$ cat config.mk
export PLATFORM = sky130hd
export DESIGN_NAME = pmp_csr_regfile
export DESIGN_NICKNAME = d
export VERILOG_FILES = /design/src/rtl/pmp_formal_pkg.sv /design/src/rtl/pmp_cfg_legalize.sv /design/src/rtl/pmp_csr_regfile.sv
export SDC_FILE = /design/constraint.sdc
export NUM_CORES = 1
export LEC_CHECK = 0
export BUFFER_PORTS_ARGS = -buffer_cell sky130_fd_sc_hd__buf_2
export CAP_MARGIN = 15
export CORE_MARGIN = 10
export CORE_UTILIZATION = 56
export CTS_CLUSTER_DIAMETER = 200
export DETAILED_ROUTE_END_ITERATION = 8
export MAX_ROUTING_LAYER = met4
export PLACE_DENSITY = 0.81
export SLEW_MARGIN = 20
export SYNTH_ARGS = -nofsm -noshare
export SYNTH_HDL_FRONTEND = slang
export SYNTH_HIERARCHICAL = 1
export SYNTH_SLANG_ARGS = --single-unit
export TNS_END_PERCENT = 30
$ cat constraint.sdc
create_clock -name clk_i -period 10.5 [get_ports clk_i]
set_input_delay 2.625 -clock clk_i [delete_from_list [all_inputs] [get_ports clk_i]]
set_output_delay 2.625 -clock clk_i [all_outputs]
set_load 0.03 [all_outputs]
$ cat src/rtl/pmp_formal_pkg.sv
// Shared PMP definitions: CSR base numbers, CSR-access FSM states, cfg byte layout.
package pmp_formal_pkg;

    localparam logic [11:0] CSR_PMPCFG0  = 12'h3A0;
    localparam logic [11:0] CSR_PMPADDR0 = 12'h3B0;

    typedef enum logic [1:0] {
        IDLE,
        APPLY,
        FLUSH_WAIT
    } pmp_csr_state_e;

    typedef enum logic [1:0] {
        A_OFF   = 2'd0,
        A_TOR   = 2'd1,
        A_NA4   = 2'd2,
        A_NAPOT = 2'd3
    } pmp_addr_mode_e;

    typedef struct packed {
        logic           locked;
        logic [1:0]     reserved;
        pmp_addr_mode_e addr_mode;
        logic           x;
        logic           w;
        logic           r;
    } pmpcfg_t;

    function automatic int entries_per_cfg(input int xlen);
        return xlen / 8;
    endfunction

endpackage

$ cat src/rtl/pmp_cfg_legalize.sv
// WARL legalisation of one pmpcfg byte; a locked byte keeps its old value.
// With PMP_NO_NA4_EN defined, NA4 requests fall back to OFF (8-byte minimum granularity).
module pmp_cfg_legalize
    import pmp_formal_pkg::*;
(
    input  logic [7:0] old_cfg,
    input  logic [7:0] new_cfg,
    input  logic       locked,
    output logic [7:0] legal_cfg
);

    pmpcfg_t req;
    pmpcfg_t fixed;

    always_comb begin
        req            = pmpcfg_t'(new_cfg);
        fixed          = req;
        fixed.reserved = 2'b00;
        if (!req.r) begin
            fixed.w = 1'b0;
        end
`ifdef PMP_NO_NA4_EN
        if (req.addr_mode == A_NA4) begin
            fixed.addr_mode = A_OFF;
        end
`endif
        if (locked) begin
            legal_cfg = old_cfg;
        end else begin
            legal_cfg = fixed;
        end
    end

endmodule

$ cat src/rtl/pmp_csr_regfile.sv
// PMP CSR register file: pmpcfg*/pmpaddr* accesses with lock and WARL rules plus a flush handshake.
// Optional macro PMP_NO_NA4_EN (applied in pmp_cfg_legalize) legalises NA4 writes to OFF.
module pmp_csr_regfile
    import pmp_formal_pkg::*;
#(
    parameter int XLEN           = 32,
    parameter int PLEN           = 34,
    parameter int NR_PMP_ENTRIES = 4,
    parameter int STORE_ENTRIES  = (NR_PMP_ENTRIES > 0) ? NR_PMP_ENTRIES : 1
) (
    input  logic                                clk_i,
    input  logic                                rst_i,
    input  logic                                csr_req_i,
    output logic                                csr_gnt_o,
    input  logic                                csr_we_i,
    input  logic [11:0]                         csr_addr_i,
    input  logic [XLEN-1:0]                     csr_wdata_i,
    output logic [XLEN-1:0]                     csr_rdata_o,
    output logic                                csr_done_o,
    output logic                                csr_err_o,
    output logic                                flush_req_o,
    input  logic                                flush_ack_i,
    output logic [STORE_ENTRIES-1:0][7:0]       pmpcfg_o,
    output logic [STORE_ENTRIES-1:0][PLEN-3:0]  pmpaddr_o
);

    localparam int EPC = entries_per_cfg(XLEN);

    pmp_csr_state_e                     state_q;
    logic                               req_we_q;
    logic [11:0]                        req_addr_q;
    logic [XLEN-1:0]                    req_wdata_q;
    pmpcfg_t [STORE_ENTRIES-1:0]        cfg_q;
    pmpcfg_t [STORE_ENTRIES-1:0]        cfg_d;
    logic [STORE_ENTRIES-1:0][PLEN-3:0] pmpaddr_q;
    logic [STORE_ENTRIES-1:0][PLEN-3:0] pmpaddr_d;
    logic                               cfg_hit;
    logic                               addr_hit;
    logic                               apply_write;
    logic                               changed;
    logic [1:0]                         cfg_grp;
    logic [XLEN-1:0]                    rdata_mux;

    // RV64 only has even pmpcfg numbers; cfg_grp is the group of EPC entries a CSR covers.
    assign cfg_hit     = (req_addr_q[11:4] == CSR_PMPCFG0[11:4]) && (req_addr_q[3:2] == 2'b00)
                         && ((XLEN == 32) || !req_addr_q[0]);
    assign addr_hit    = (req_addr_q[11:4] == CSR_PMPADDR0[11:4]);
    assign cfg_grp     = (XLEN == 32) ? req_addr_q[1:0] : {1'b0, req_addr_q[1]};
    assign apply_write = (state_q == APPLY) && req_we_q;

    for (genvar i = 0; i < STORE_ENTRIES; i++) begin : g_entry
        localparam int LANE = i % EPC;
        localparam int GRP  = i / EPC;
        localparam bit IMPL = (i < NR_PMP_ENTRIES);
        logic [7:0] legal_cfg;
        logic       cfg_sel;
        logic       addr_sel;
        logic       addr_locked;

        pmp_cfg_legalize u_legalize (
            .old_cfg   (cfg_q[i]),
            .new_cfg   (req_wdata_q[LANE*8 +: 8]),
            .locked    (cfg_q[i].locked),
            .legal_cfg (legal_cfg)
        );

        // A locked TOR entry above also freezes this entry's address (its lower bound).
        if (i < NR_PMP_ENTRIES - 1) begin : g_tor
            assign addr_locked = cfg_q[i].locked ||
                                 (cfg_q[i+1].locked && (cfg_q[i+1].addr_mode == A_TOR));
        end else begin : g_last
            assign addr_locked = cfg_q[i].locked;
        end

        assign cfg_sel      = IMPL && apply_write && cfg_hit && (int'(cfg_grp) == GRP);
        assign addr_sel     = IMPL && apply_write && addr_hit && (int'(req_addr_q[3:0]) == i)
                              && !addr_locked;
        assign cfg_d[i]     = cfg_sel ? pmpcfg_t'(legal_cfg) : cfg_q[i];
        assign pmpaddr_d[i] = addr_sel ? req_wdata_q[PLEN-3:0] : pmpaddr_q[i];
    end

    always_comb begin
        rdata_mux = '0;
        for (int i = 0; i < NR_PMP_ENTRIES; i++) begin
            if (cfg_hit && (int'(cfg_grp) == i / EPC)) begin
                rdata_mux[(i % EPC)*8 +: 8] = cfg_q[i];
            end
            if (addr_hit && (int'(req_addr_q[3:0]) == i)) begin
                rdata_mux = XLEN'(pmpaddr_q[i]);
            end
        end
    end

    assign changed   = (cfg_d != cfg_q) || (pmpaddr_d != pmpaddr_q);
    assign pmpcfg_o  = cfg_q;
    assign pmpaddr_o = pmpaddr_q;
    // No grant in the done cycle, so back-to-back requests start one cycle after completion.
    assign csr_gnt_o = !rst_i && csr_req_i && (state_q == IDLE) && !csr_done_o;

    always_ff @(posedge clk_i or posedge rst_i) begin
        if (rst_i) begin
            state_q     <= IDLE;
            req_we_q    <= 1'b0;
            req_addr_q  <= '0;
            req_wdata_q <= '0;
            cfg_q       <= '0;
            pmpaddr_q   <= '0;
            csr_rdata_o <= '0;
            csr_done_o  <= 1'b0;
            csr_err_o   <= 1'b0;
            flush_req_o <= 1'b0;
        end else begin
            csr_rdata_o <= '0;
            csr_done_o  <= 1'b0;
            csr_err_o   <= 1'b0;
            cfg_q       <= cfg_d;
            pmpaddr_q   <= pmpaddr_d;
            case (state_q)
                IDLE: begin
                    if (csr_gnt_o) begin
                        req_we_q    <= csr_we_i;
                        req_addr_q  <= csr_addr_i;
                        req_wdata_q <= csr_wdata_i;
                        state_q     <= APPLY;
                    end
                end
                APPLY: begin
                    if (!(cfg_hit || addr_hit)) begin
                        csr_err_o  <= 1'b1;
                        csr_done_o <= 1'b1;
                        state_q    <= IDLE;
                    end else if (!req_we_q) begin
                        csr_rdata_o <= rdata_mux;
                        csr_done_o  <= 1'b1;
                        state_q     <= IDLE;
                    end else if (changed) begin
                        flush_req_o <= 1'b1;
                        state_q     <= FLUSH_WAIT;
                    end else begin
                        csr_done_o <= 1'b1;
                        state_q    <= IDLE;
                    end
                end
                FLUSH_WAIT: begin
                    if (flush_ack_i) begin
                        flush_req_o <= 1'b0;
                        csr_done_o  <= 1'b1;
                        state_q     <= IDLE;
                    end
                end
                default: state_q <= IDLE;
            endcase
        end
    end

endmodule

==> flow_metrics.env <==
export IMPL_outcome="finished, final reports clean"
export IMPL_first_global_vias=10470
export IMPL_portBuffers=244
export IMPL_power_total_mw=2.987
export IMPL_worst_slew_pin_slew_ps=1033
export IMPL_slew_headroom=0.3094
export IMPL_leakagePower_nw=7.182
export IMPL_rsz0062_at_grt="no"
export IMPL_grt_max_degree=90
export IMPL_place_area_mm2=0.01377
export IMPL_design_area_mm2=0.01463
export IMPL_fp_dieW_um=169.0
export IMPL_start_kind="input port"
export IMPL_p_per_area_mw_per_mm2=204.1
export IMPL_finalClockSkew_ps=22.55
export IMPL_crit_fanout=3
export IMPL_grt_overflow_total=0
export IMPL_wl_per_cell_um=29.17
export IMPL_synth_fp_nets=1146
export IMPL_clkSinkCount=242
export IMPL_ys_async_sr_fraction=1.000
export IMPL_drtIter0Drc=1361
export IMPL_arrival_ps=3390
export IMPL_numCtsBuffers=26
export IMPL_required_ps=7880
export IMPL_layout_drive_gt1_share=0.3900
export IMPL_min_period_over_period=0.5726
export IMPL_io_pins=245
export IMPL_clk_latency_ps=550
export IMPL_grt_antenna_before_repair=2
export IMPL_ys_ff_latch=242
export IMPL_fin_cells=1600
export IMPL_pre_cts_ws_ps=4499
export IMPL_synth_cell_types=65
export IMPL_initial_core_util=0.5697
export IMPL_syn_area_mm2=0.01243
export IMPL_drtPass1Iterations=8
export IMPL_final_core_util=0.6704
export IMPL_area_delta_synth_final_pct=17.68
export IMPL_post_cts_repair_setup_buffers=0
export IMPL_die_y_um=169.0
export IMPL_avgViaCountPerCell=6.478
export IMPL_max_freq_ghz=0.1663
export IMPL_routed_wl_mm=46.68
export IMPL_dp_cells=1552
export IMPL_timing_hold_ws_ps=500.1
export IMPL_cap_violations=0
export IMPL_final_nets=1353
export IMPL_cts_root_buf="clkbuf_16"
export IMPL_synth_edf_count=0
export IMPL_dieArea_mm2=0.02856
export IMPL_hold_viol=0
export IMPL_postRouteAntennaNets=0
export IMPL_finalCriticalPeriod_ps=6013
export IMPL_crit_type="in2out"
export IMPL_cts_resized=0
export IMPL_rows=54
export IMPL_vias=10360
export IMPL_cts_max_level=1
export IMPL_hold_path_class="reg2reg"
export IMPL_setup_tns_ps=0
export IMPL_setup_violations_final=0
export IMPL_synth_yosys_seq_area_share=0.4871
export IMPL_drc=0
export IMPL_final_setup_worst_slack_ps=4487
export IMPL_irDropWorstVdd_v=0.0001582
export IMPL_yosys_top_cells_area="dfrtp_1 49%, mux2_2 15%, o21ai_0 2.8%"
export IMPL_place_congestion=1.026
export IMPL_dp_hpwl_mm=33.72
export IMPL_avgSynthCellArea_um2=11.36
export IMPL_grt_pass1_wl_mm=68.17
export IMPL_grt_util_all_layers=0.3216
export IMPL_yosysTopAreaCellShare=0.4871
export IMPL_cts_clk_slew_worst_paths_ps=60
export IMPL_cts_hold_buf=0
export IMPL_ys_dominant_reg_cell="dfrtp_1"
export IMPL_synth_top_area_cell="dfrtp_1"
export IMPL_synth_warning_count=6
export IMPL_cts_buffer_depth=3
export IMPL_netlist_instances=1094
export IMPL_end_kind="output pin"
export IMPL_cts_tree="yes"
export IMPL_drv_slew=0
export IMPL_core_area_mm2=0.02182
state kept, by name, summed over array words and instances (netlist names):
register and cells:
req_addr_q 12, req_wdata_q 32, flush_req_o 1, req_we_q 1, g_entry.addr_locked 1, pmpcfg_o 31
csr_rdata_o 32, csr_err_o 1, state_q 2, pmpaddr_o 128, csr_done_o 1
metal layers:
layer,track usage,vias up,routed length [um]
met2,0.4917,696,21660
li1,-,4372,-
met1,0.4175,5192,18490
met5,-,-,0
met3,0.06971,104,4805
met4,0.1126,0,1718
report_power, final:
part,internal (mW),switching [mW]
registers,1.03,0.298
logic,0.336,0.406
clock network,0.539,0.380
critical path, stage by stage:
cell	delay (ps)
buf_2	140
nor2_1	100
nand3_1	130
inv_2	160
buf_2	230
cell usage after synthesis (all sizes together), types with 2 or more instances:
cell and number:
or3 2, nand4 15, o2111ai 7, nor2b 55, nand2 57, inv 54, o2bb2ai 3, or3b 2
xor2 37, o221ai 6, o22ai 11, dfrtp 242, buf 34, a221oi 28, and2 9, nand3b 3
o41ai 4, o31ai 4, nor3 7, nor2 13, or4 5, mux2 185, nand2b 19, nand3 4
a22oi 29, a222oi 12, nor3b 2, nor4 10, ha 3, a2111oi 16, clkbuf 47, o2111a 3
o21ai 70, a21oi 40, xnor2 40
area by class of cell:
type,count,area [um2]
clock buffer,37,743.2
sequential,242,6056
multi-input combinational,717,5823
tap,280,350.3
fill,1664,7193
clock inverter,8,97.59
timing repair buffer,260,1345
inverter,54,210.2
antenna,2,5.005
cells in the final DEF (no fill, tap or decap), types with 8 or more instances in the layout:
cell type,n
a222oi_1,12
buf_2,244
nand2b_1,18
nand2_1,57
nor2_1,11
and2_2,8
a21oi_1,40
a221oi_1,28
dfrtp_1,242
inv_1,51
nor2b_1,55
clkbuf_16,27
a2111oi_0,16
mux2_4,20
xnor2_1,39
nand4_1,15
mux2_2,165
buf_4,15
xor2_1,37
o21ai_0,69
a22oi_1,29
o22ai_1,11
cell families after synthesis:
| logic type | count (synthesis) | synth area share |
|---|---|---|
| simple gates | 210 | 0.09964 |
| mux | 186 | 0.1744 |
| fa+ha+maj | 3 | 0.003020 |
| xor+xnor | 77 | 0.05485 |
| compound gates | 241 | 0.1340 |
| buf+inv | 135 | 0.04700 |
| flops | 242 | 0.4871 |
path summary, 6_finish.rpt:
kind | from | slack [ps] | endpoint | cells after the start
min in group asynchronous | rst_i | 2190 | csr_err_o$_DFF_PP0_ | 2
min reg2reg | flush_req_o$_DFFE_PP0P_ | 500 | flush_req_o$_DFFE_PP0P_ | 2
max | rst_i | 4490 | csr_gnt_o | 5
max reg2reg | req_addr_q[10]$_DFFE_PP0P_ | 7110 | flush_req_o$_DFFE_PP0P_ | 10
min | flush_req_o$_DFFE_PP0P_ | 500 | flush_req_o$_DFFE_PP0P_ | 2
max in group asynchronous | rst_i | 6850 | req_wdata_q[10]$_DFFE_PP0P_ | 3
Power figures use the tool's default switching activity.
